### src/rtl/percept_pkg.sv
// Shared types and widths for the percept sequencer: FSM state encoding,
// datapath widths and the accumulator width helper.
package percept_pkg;

  localparam int PERCEPT_DW = 8;
  localparam int PERCEPT_PW = 16;

  typedef logic [2:0] state_t;

  localparam state_t RECV  = 3'd0;
  localparam state_t ISSUE = 3'd1;
  localparam state_t WAIT  = 3'd2;
  localparam state_t ACC   = 3'd3;
  localparam state_t DONE  = 3'd4;

  // Wide enough that n full-scale products can never wrap.
  function automatic int acc_width(input int n);
    return PERCEPT_PW + $clog2(n) + 1;
  endfunction

endpackage

### src/rtl/percept_ctrl_cfg.sv
// Weight/threshold/bias register file for percept_ctrl, write-gated by busy.
// The bias register exists only when PERCEPT_CTRL_BIAS_EN is defined.
module percept_ctrl_cfg
  import percept_pkg::*;
#(
  parameter  int N_INPUTS = 4,
  localparam int IDX_W    = $clog2(N_INPUTS)
) (
  input  logic                  clk,
  input  logic                  nRst,
  input  logic                  cfg_we,
  input  logic [4:0]            cfg_addr,
  input  logic [15:0]           cfg_wdata,
  input  logic                  busy,
  input  logic [IDX_W-1:0]      idx,
  output logic [PERCEPT_DW-1:0] weight_sel,
  output logic [15:0]           threshold,
  output logic [15:0]           bias,
  output logic                  bias_load
);

  logic [PERCEPT_DW-1:0] weight [N_INPUTS];
  logic                  wr_en;

  assign wr_en      = cfg_we & ~busy;
  assign weight_sel = weight[idx];

  // NOTE: sequential state uses non-blocking assignments so every register
  // samples the pre-edge values, independent of statement order.
  always_ff @(posedge clk or negedge nRst) begin
    if (!nRst) begin
      // NOTE: the weight array is reset explicitly because reset must also
      // clear configuration; this keeps it in flops rather than a RAM macro.
      for (int i = 0; i < N_INPUTS; i++) weight[i] <= '0;
      threshold <= '0;
    end else if (wr_en) begin
      if (cfg_addr < 5'(N_INPUTS))
        weight[cfg_addr[IDX_W-1:0]] <= cfg_wdata[PERCEPT_DW-1:0];
      else if (cfg_addr == 5'(N_INPUTS))
        threshold <= cfg_wdata;
    end
  end

`ifdef PERCEPT_CTRL_BIAS_EN
  logic [15:0] bias_q;

  assign bias_load = wr_en && (cfg_addr == 5'(N_INPUTS + 1));
  assign bias      = bias_q;

  always_ff @(posedge clk or negedge nRst) begin
    if (!nRst)          bias_q <= '0;
    else if (bias_load) bias_q <= cfg_wdata;
  end
`else
  assign bias_load = 1'b0;
  assign bias      = '0;
`endif

endmodule

### src/rtl/percept_ctrl.sv
// Sequencer for the external percept multiplier: streams in an N-element
// vector, issues one strobed multiply per element, accumulates and reports
// the sum plus a step activation. Optional bias via PERCEPT_CTRL_BIAS_EN.
module percept_ctrl
  import percept_pkg::*;
#(
  parameter  int N_INPUTS = 4,
  parameter  int LAT      = 1,
  localparam int ACC_W    = acc_width(N_INPUTS)
) (
  input  logic                  clk,
  input  logic                  nRst,
  input  logic                  cfg_we,
  input  logic [4:0]            cfg_addr,
  input  logic [15:0]           cfg_wdata,
  output logic                  busy,
  input  logic                  in_valid,
  output logic                  in_ready,
  input  logic [PERCEPT_DW-1:0] in_data,
  output logic                  p_write,
  output logic [PERCEPT_DW-1:0] p_in,
  output logic [PERCEPT_DW-1:0] p_weight,
  input  logic [PERCEPT_PW-1:0] p_out,
  output logic                  out_valid,
  input  logic                  out_ready,
  output logic [ACC_W-1:0]      out_sum,
  output logic                  out_fire
);

  localparam int IDX_W = $clog2(N_INPUTS);

  state_t                state;
  logic [IDX_W-1:0]      idx;
  logic [ACC_W-1:0]      acc;
  logic [2:0]            cnt;
  logic [ACC_W-1:0]      sum;
  logic                  last;
  logic [PERCEPT_DW-1:0] weight_sel;
  logic [15:0]           threshold;
  logic [15:0]           bias;
  logic                  bias_load;

  percept_ctrl_cfg #(.N_INPUTS(N_INPUTS)) u_cfg (
    .clk        (clk),
    .nRst       (nRst),
    .cfg_we     (cfg_we),
    .cfg_addr   (cfg_addr),
    .cfg_wdata  (cfg_wdata),
    .busy       (busy),
    .idx        (idx),
    .weight_sel (weight_sel),
    .threshold  (threshold),
    .bias       (bias),
    .bias_load  (bias_load)
  );

  assign in_ready  = (state == RECV);
  assign p_write   = (state == ISSUE);
  assign out_valid = (state == DONE);
  assign busy      = (state != RECV) || (idx != '0);
  assign sum       = acc + ACC_W'(p_out);
  assign last      = (idx == IDX_W'(N_INPUTS - 1));

  always_ff @(posedge clk or negedge nRst) begin
    if (!nRst) begin
      state    <= RECV;
      idx      <= '0;
      acc      <= '0;
      cnt      <= '0;
      p_in     <= '0;
      p_weight <= '0;
      out_sum  <= '0;
      out_fire <= 1'b0;
    end else begin
      case (state)
        RECV: begin
          // A bias write can only land while idle, so the new value seeds acc.
          if (bias_load) acc <= ACC_W'(cfg_wdata);
          if (in_valid) begin
            p_in     <= in_data;
            p_weight <= weight_sel;
            state    <= ISSUE;
          end
        end
        ISSUE: begin
          cnt   <= 3'(LAT);
          state <= WAIT;
        end
        WAIT: begin
          cnt <= cnt - 3'd1;
          if (cnt == 3'd1) state <= ACC;
        end
        ACC: begin
          acc <= sum;
          if (last) begin
            out_sum  <= sum;
            out_fire <= (sum >= ACC_W'(threshold));
            state    <= DONE;
          end else begin
            idx   <= idx + 1'b1;
            state <= RECV;
          end
        end
        DONE: begin
          if (out_ready) begin
            idx   <= '0;
            acc   <= ACC_W'(bias);
            state <= RECV;
          end
        end
        default: state <= RECV;
      endcase
    end
  end

endmodule

### config.mk
export PLATFORM = sky130hd
export DESIGN_NAME = percept_ctrl
export DESIGN_NICKNAME = d
export VERILOG_FILES = /design/src/rtl/percept_pkg.sv /design/src/rtl/percept_ctrl_cfg.sv /design/src/rtl/percept_ctrl.sv
export SDC_FILE = /design/constraint.sdc
export NUM_CORES = 1
export LEC_CHECK = 0
export BUFFER_PORTS_ARGS = -buffer_cell sky130_fd_sc_hd__buf_2
export CAP_MARGIN = 20
export CORE_UTILIZATION = 55
export CTS_CLUSTER_DIAMETER = 60
export CTS_CLUSTER_SIZE = 30
export DETAILED_ROUTE_END_ITERATION = 8
export PLACE_DENSITY = 0.78
export RECOVER_POWER = 50
export SLEW_MARGIN = 25
export SYNTH_ARGS = -nofsm -noshare
export SYNTH_HDL_FRONTEND = slang
export SYNTH_SLANG_ARGS = --single-unit
### constraint.sdc
create_clock -name clk -period 6.14 [get_ports clk]
set_input_delay 0.614 -clock clk [delete_from_list [all_inputs] [get_ports clk]]
set_output_delay 0.614 -clock clk [all_outputs]
set_load 0.01 [all_outputs]
==> results of run 1 <==
## path summary, 6_finish.rpt
| path | from | end | depth (start not counted) |
|---|---|---|---|
| setup / recovery | nRst | acc[10]$_DFFE_PN0P_ | 2 |
| hold / removal | in_data[3] | p_in[3]$_DFFE_PN0P_ | 2 |
| setup reg to reg | acc[0]$_DFFE_PN0P_ | out_fire$_DFFE_PN0P_ | 16 |
| hold reg to reg | out_sum[16]$_DFFE_PN0P_ | out_sum[16]$_DFFE_PN0P_ | 2 |
| max in group clk | acc[0]$_DFFE_PN0P_ | out_fire$_DFFE_PN0P_ | 16 |
| min in group asynchronous | nRst | p_in[6]$_DFFE_PN0P_ | 1 |
## metal layers
layer  GRT usage, %  vias to the layer above  routed length, microns
li1               -                     1899                       -
met1           33.7                     1953                    5540
met2           35.1                      109                    5630
met3           5.89                       16                     739
met4           8.16                        0                     193
met5              0                        -                       0
## final cells by class
class	instances	area, sq um	area share, %
Multi-Input combinational cell	319	2810	43.1
Sequential cell	111	2780	42.7
Timing Repair Buffer	91	412	6.33
Tap cell	136	170	2.61
Clock buffer	9	124	1.90
Inverter	31	116	1.79
Clock inverter	6	103	1.58
## registers in the layout, summed over array words and instances (netlist names)
name             count
p_in                 8
out_fire             1
u_cfg.threshold     16
cnt                  3
acc                 19
idx                  2
state                3
out_sum             19
p_weight             8
u_cfg.weight        32
## cells by family after synthesis
| group | synth area share (%) |
|---|---|
| AO/OA/AOI/OAI | 12.2 |
| XOR/XNOR | 2.28 |
| adder cells (fa/ha/maj) | 8.16 |
| buffers and inverters | 3.36 |
| flip-flops | 48.2 |
| multiplexers | 19.2 |
| AND/OR/NAND/NOR | 6.66 |
## cell usage after synthesis, drive strengths merged (2+ instances only)
| cell | number |
|---|---|
| nor3b | 2 |
| a211oi | 4 |
| nor3 | 6 |
| nand4 | 2 |
| mux4 | 8 |
| nor2 | 17 |
| xor2 | 4 |
| a21o | 6 |
| o22ai | 2 |
| nor2b | 4 |
| ha | 36 |
| buf | 8 |
| nand2 | 30 |
| a31oi | 3 |
| o21ai | 25 |
| dfrtp | 111 |
| a21oi | 30 |
| mux2 | 78 |
| nand2b | 2 |
| nor4 | 2 |
| o211ai | 3 |
| o211a | 3 |
| clkbuf | 5 |
| a22o | 13 |
| a211o | 3 |
| o21a | 5 |
| xnor2 | 11 |
| inv | 31 |
| nand3 | 2 |
## report_power, final
| group | switching (mW) | total [mW] | internal [mW] |
|---|---|---|---|
| Combinational | 0.834 | 1.53 | 0.697 |
| Clock | 0.260 | 0.494 | 0.234 |
| Sequential | 0.196 | 1.19 | 0.991 |
==> results_dict.tcl, run 1 <==
set metrics [dict create \
    run_status "finished, violations left" \
    violations "capacitance limit, slew limit" \
    synth_cell_types 59 \
    die-area_sq_um 10900 \
    clock_skew_ps 21.4 \
    synth_top_area_cell "dfrtp_1" \
    max_slew_margin_pct -46.5 \
    cp-end-kind "async pin" \
    syn_area_per_cell_sq_um 12.2 \
    rsz0062_at_grt "false" \
    synthesis.nets 561 \
    postPlaceCellArea_sq_um 6320 \
    synthCells 474 \
    tns_ps 0 \
    drc 0 \
    r2r_slack_ps 2630 \
    pwr_density_cell_nw_per_um2 493 \
    cts_tree "yes" \
    power.static_leakage_nw 3.16 \
    synth_edf_count 0 \
    grt_pass1_vias 4032 \
    post-place-cells 688 \
    power.total_mw 3.21 \
    synth_area_sq_um 5770 \
    stdcell_count 703 \
    slowest_stage "clkbuf_1" \
    path_buf_inv 2 \
    final_common_cell "dfrtp_1" \
    final_area_sq_um 6510 \
    dpl.hpwl_mm 8.85 \
    antenna_left 0 \
    die_y_microns 104 \
    core_area_sq_um 10200 \
    place_ws_ps 2310 \
    mostFrequentLayoutCells "dfrtp_1, mux2_2, buf_2" \
    synthFlopType "dfrtp_1" \
    drive_above_1_share_pct 29.1 \
    htreeDepth 3 \
    ir_worst_vdd_v 0.000179 \
    drt_iter0_markers 192 \
    cts_root_buffer "clkbuf_8" \
    startpoint_type "input pin" \
    synthTopCellsByArea "dfrtp_1, mux2_2, ha_1, mux4_2, a21oi_1" \
    grt_pass1_wl_mm 20.0 \
    post_cts_buffers 0 \
    routabilityCongestion 0.827 \
    place.port_buffers 89 \
    path_max_fanout 71 \
    ios 90 \
    cts_max_path_buffers 2 \
    path_cells "clkbuf_1 > clkbuf_2" \
    rows 37 \
    clk_transition_reported_paths_ps 120 \
    antenna_found_initial 0 \
    clock_sinks 111 \
    crit_type "in2async" \
    ys_seq_elements 111 \
    synth.top_cell.area_share_pct 48.2 \
    wl_per_cell_microns 17.2 \
    fillCellCount 820 \
    critPathMaxStageDelay_ps 1530 \
    cp.required_ps 6300 \
    chipWidth_microns 104 \
    yosys_warnings 0 \
    critPathTopFamily "buffers and inverters" \
    grt_overflow 0 \
    start_util_pct 56.4 \
    antennaDiodeCount 0 \
    dr.pass1.iters 4 \
    wirelength_mm 12.1 \
    final_max_slew_viol_count 114 \
    period_needed_ps 3530 \
    synthArstFlopShare_pct 100 \
    vias_per_cell 5.66 \
    setup_ws_ps 2610 \
    ys_seq_area_share_pct 48.2 \
    grt_util_all_layers_pct 23.6 \
    cts_made_buffers 9 \
    period_share_pct 57.5 \
    fmax_mhz 283 \
    final_core_util_pct 63.6 \
    via_count 3977 \
    grt_max_degree 72 \
    worst_ep_arrival_time_ps 3690 \
    hold_viol_final 0 \
    maxCapViolCount 2 \
    post_cts_resize_count 0 \
    syn_to_final_growth_pct 12.8 \
    setup_violations 0 \
    tightest_slew_ps 2200 \
    hold_class "in2reg" \
    hold_buffers 0 \
    nNetsFinal 650 \
    finalHoldWorstSlack_ps 452 \
    clkLatencyLatePin_ps 380 \
]
Power figures use the tool's default switching activity.
==> run 2: changes to the inputs <==
CORE_UTILIZATION = 52   (was 55)
PLACE_DENSITY = 0.77   (was 0.78)
clock period = 3.1 ns   (was 6.14 ns; I/O delays follow)
==> results_dict.tcl, run 2 (synthesized netlist as in run 1, its figures left out) <==
set metrics [dict create \
    post-place-cells 715 \
    syn_to_final_growth_pct 18.3 \
    die-area_sq_um 11500 \
    power.static_leakage_nw 3.35 \
    maxCapViolCount 1 \
    routabilityCongestion 0.855 \
    grt_overflow 0 \
    clk_transition_reported_paths_ps 110 \
    stdcell_count 734 \
    worst_ep_arrival_time_ps 3370 \
    period_share_pct 100 \
    drt_iter0_markers 236 \
    ios 90 \
    core_area_sq_um 10800 \
    die_y_microns 107 \
    path_buf_inv 1 \
    fmax_mhz 323 \
    grt_pass1_vias 4302 \
    nNetsFinal 676 \
    period_needed_ps 3100 \
    grt.met1_usage_pct 30.7 \
    met3_usage_pct 3.57 \
    clock_sinks 111 \
    cp-end-kind "flip-flop" \
    antennaDiodeCount 0 \
    clock_skew_ps 16.8 \
    tightest_slew_ps 2660 \
    cp.required_ps 3370 \
    cts_tree "yes" \
    final_common_cell "dfrtp_1" \
    via_count 4231 \
    grt_max_degree 112 \
    dpl.hpwl_mm 9.08 \
    largest_reg_flops 32 \
    mostFrequentLayoutCells "dfrtp_1, buf_2, mux2_2" \
    hold_class "in2reg" \
    max_slew_margin_pct -77.3 \
    wl_per_cell_microns 17.5 \
    rows 38 \
    antenna_found_initial 0 \
    power_frac_seq_pct 33.8 \
    startpoint_type "flip-flop" \
    place.port_buffers 89 \
    finalHoldWorstSlack_ps 134 \
    clkLatencyLatePin_ps 400 \
    largestRegisters "u_cfg.weight: 32 flops, acc: 19 flops, out_sum: 19 flops" \
    p_sw_mw 2.76 \
    top_register "u_cfg.weight" \
    pwr_density_cell_nw_per_um2 1000 \
    path_max_fanout 3 \
    grt_util_all_layers_pct 23.5 \
    rsz0062_at_grt "true" \
    drc 0 \
    top_usage_layer "met2" \
    run_status "finished, violations left" \
    vias_per_cell 5.76 \
    hold_viol_final 0 \
    grt_pass1_wl_mm 20.8 \
    antenna_left 0 \
    setup_violations 0 \
    comb_power_share_pct 53.6 \
    slowest_stage "dfrtp_1" \
    use_met2_pct 39.2 \
    dr.pass1.iters 7 \
    crit_type "reg2reg" \
    critPathTopFamily "compound AO/OA/AOI/OAI gates" \
    path_cells "ha_4 > inv_2 > fa_2 > nor2b_4 > o31ai_4 > a21oi_2 > nand2b_4 > xor2_2 > ha_1 > and4_1 > a41o_1 > o2111a_1 > a211oi_2 > a31oi_1" \
    ir_worst_vdd_v 0.000402 \
    wirelength_mm 12.9 \
    cts_max_path_buffers 2 \
    violations "capacitance limit, slew limit" \
    drive_above_1_share_pct 39.7 \
    chipWidth_microns 107 \
    cts_made_buffers 9 \
    p_clk_share_pct 12.6 \
    critPathMaxStageDelay_ps 400 \
    power.total_mw 6.84 \
    switching_share_pct 40.3 \
    cts_root_buffer "clkbuf_8" \
    start_util_pct 53.2 \
    htreeDepth 3 \
    internal_power_mw 4.08 \
    final_max_slew_viol_count 112 \
]
==> run 2: layout make-up <==
class / count / area, sq um
fillers: 848 / 4020
multi-input cells: 319 / 2930
flip-flops and latches: 111 / 2780
repair buffers: 117 / 638
well taps: 140 / 175
clock buffers: 11 / 141
inverters: 31 / 116
clock inverters: 5 / 48.8
==> run 2: what timing repair did <==
| item | in CTS | in global routing |
|---|---|---|
| setup buffers | 1 | 2 |
| setup endpoints to repair | 1 | 1 |
| resized for setup | 11 | 20 |
| hold endpoints to repair | 0 | 0 |
| hold buffers | 0 | 0 |
| pin swaps | 9 | 20 |
==> run 2: layer usage <==
| metal | vias up | wire length [microns] |
|---|---|---|
| met4 | 0 | 325 |
| met1 | 2109 | 5620 |
| met3 | 26 | 603 |
| met2 | 146 | 6330 |
| li1 | 1950 | - |
| met5 | - | 0 |
==> run 2: power groups by stage <==
stage	logic, mW	registers [mW]	clock network, mW
finish	3.67	2.31	0.863
global route	4.01	2.38	0.927
CTS	3.49	2.30	0.870
detailed placement	3.38	2.33	0
global placement	3.25	2.29	0
floorplan	2.15	2.34	0
==> run 2: final timing paths <==
| path | from | end | depth (start not counted) | slack [ps] |
|---|---|---|---|---|
| max in group asynchronous | nRst | u_cfg.threshold[13]$_DFFE_PN0P_ | 2 | 730 |
| min in group asynchronous | nRst | u_cfg.weight[25]$_DFFE_PN0P_ | 2 | 840 |
| setup reg to reg | acc[0]$_DFFE_PN0P_ | out_fire$_DFFE_PN0P_ | 14 | 0.4 |
| hold reg to reg | out_sum[16]$_DFFE_PN0P_ | out_sum[16]$_DFFE_PN0P_ | 2 | 490 |
| hold / removal | in_data[7] | p_in[7]$_DFFE_PN0P_ | 2 | 130 |
| setup / recovery | acc[0]$_DFFE_PN0P_ | out_fire$_DFFE_PN0P_ | 14 | 0.4 |
==> run 2: stage by stage <==
stage / cell area [sq um] / setup slack, ps / util, % / setup TNS, ps
6_report: 6820 / 0.397 / 62.9 / 0
5_1_grt: 6820 / -158 / 62.9 / -158
4_1_cts: 6750 / -64.0 / 62.3 / -64.0
3_5_place_dp: 6510 / -207 / 60.1 / -207
3_3_place_gp: 6510 / -148 / 60.1 / -148
2_1_floorplan: 5770 / 85.0 / - / 0
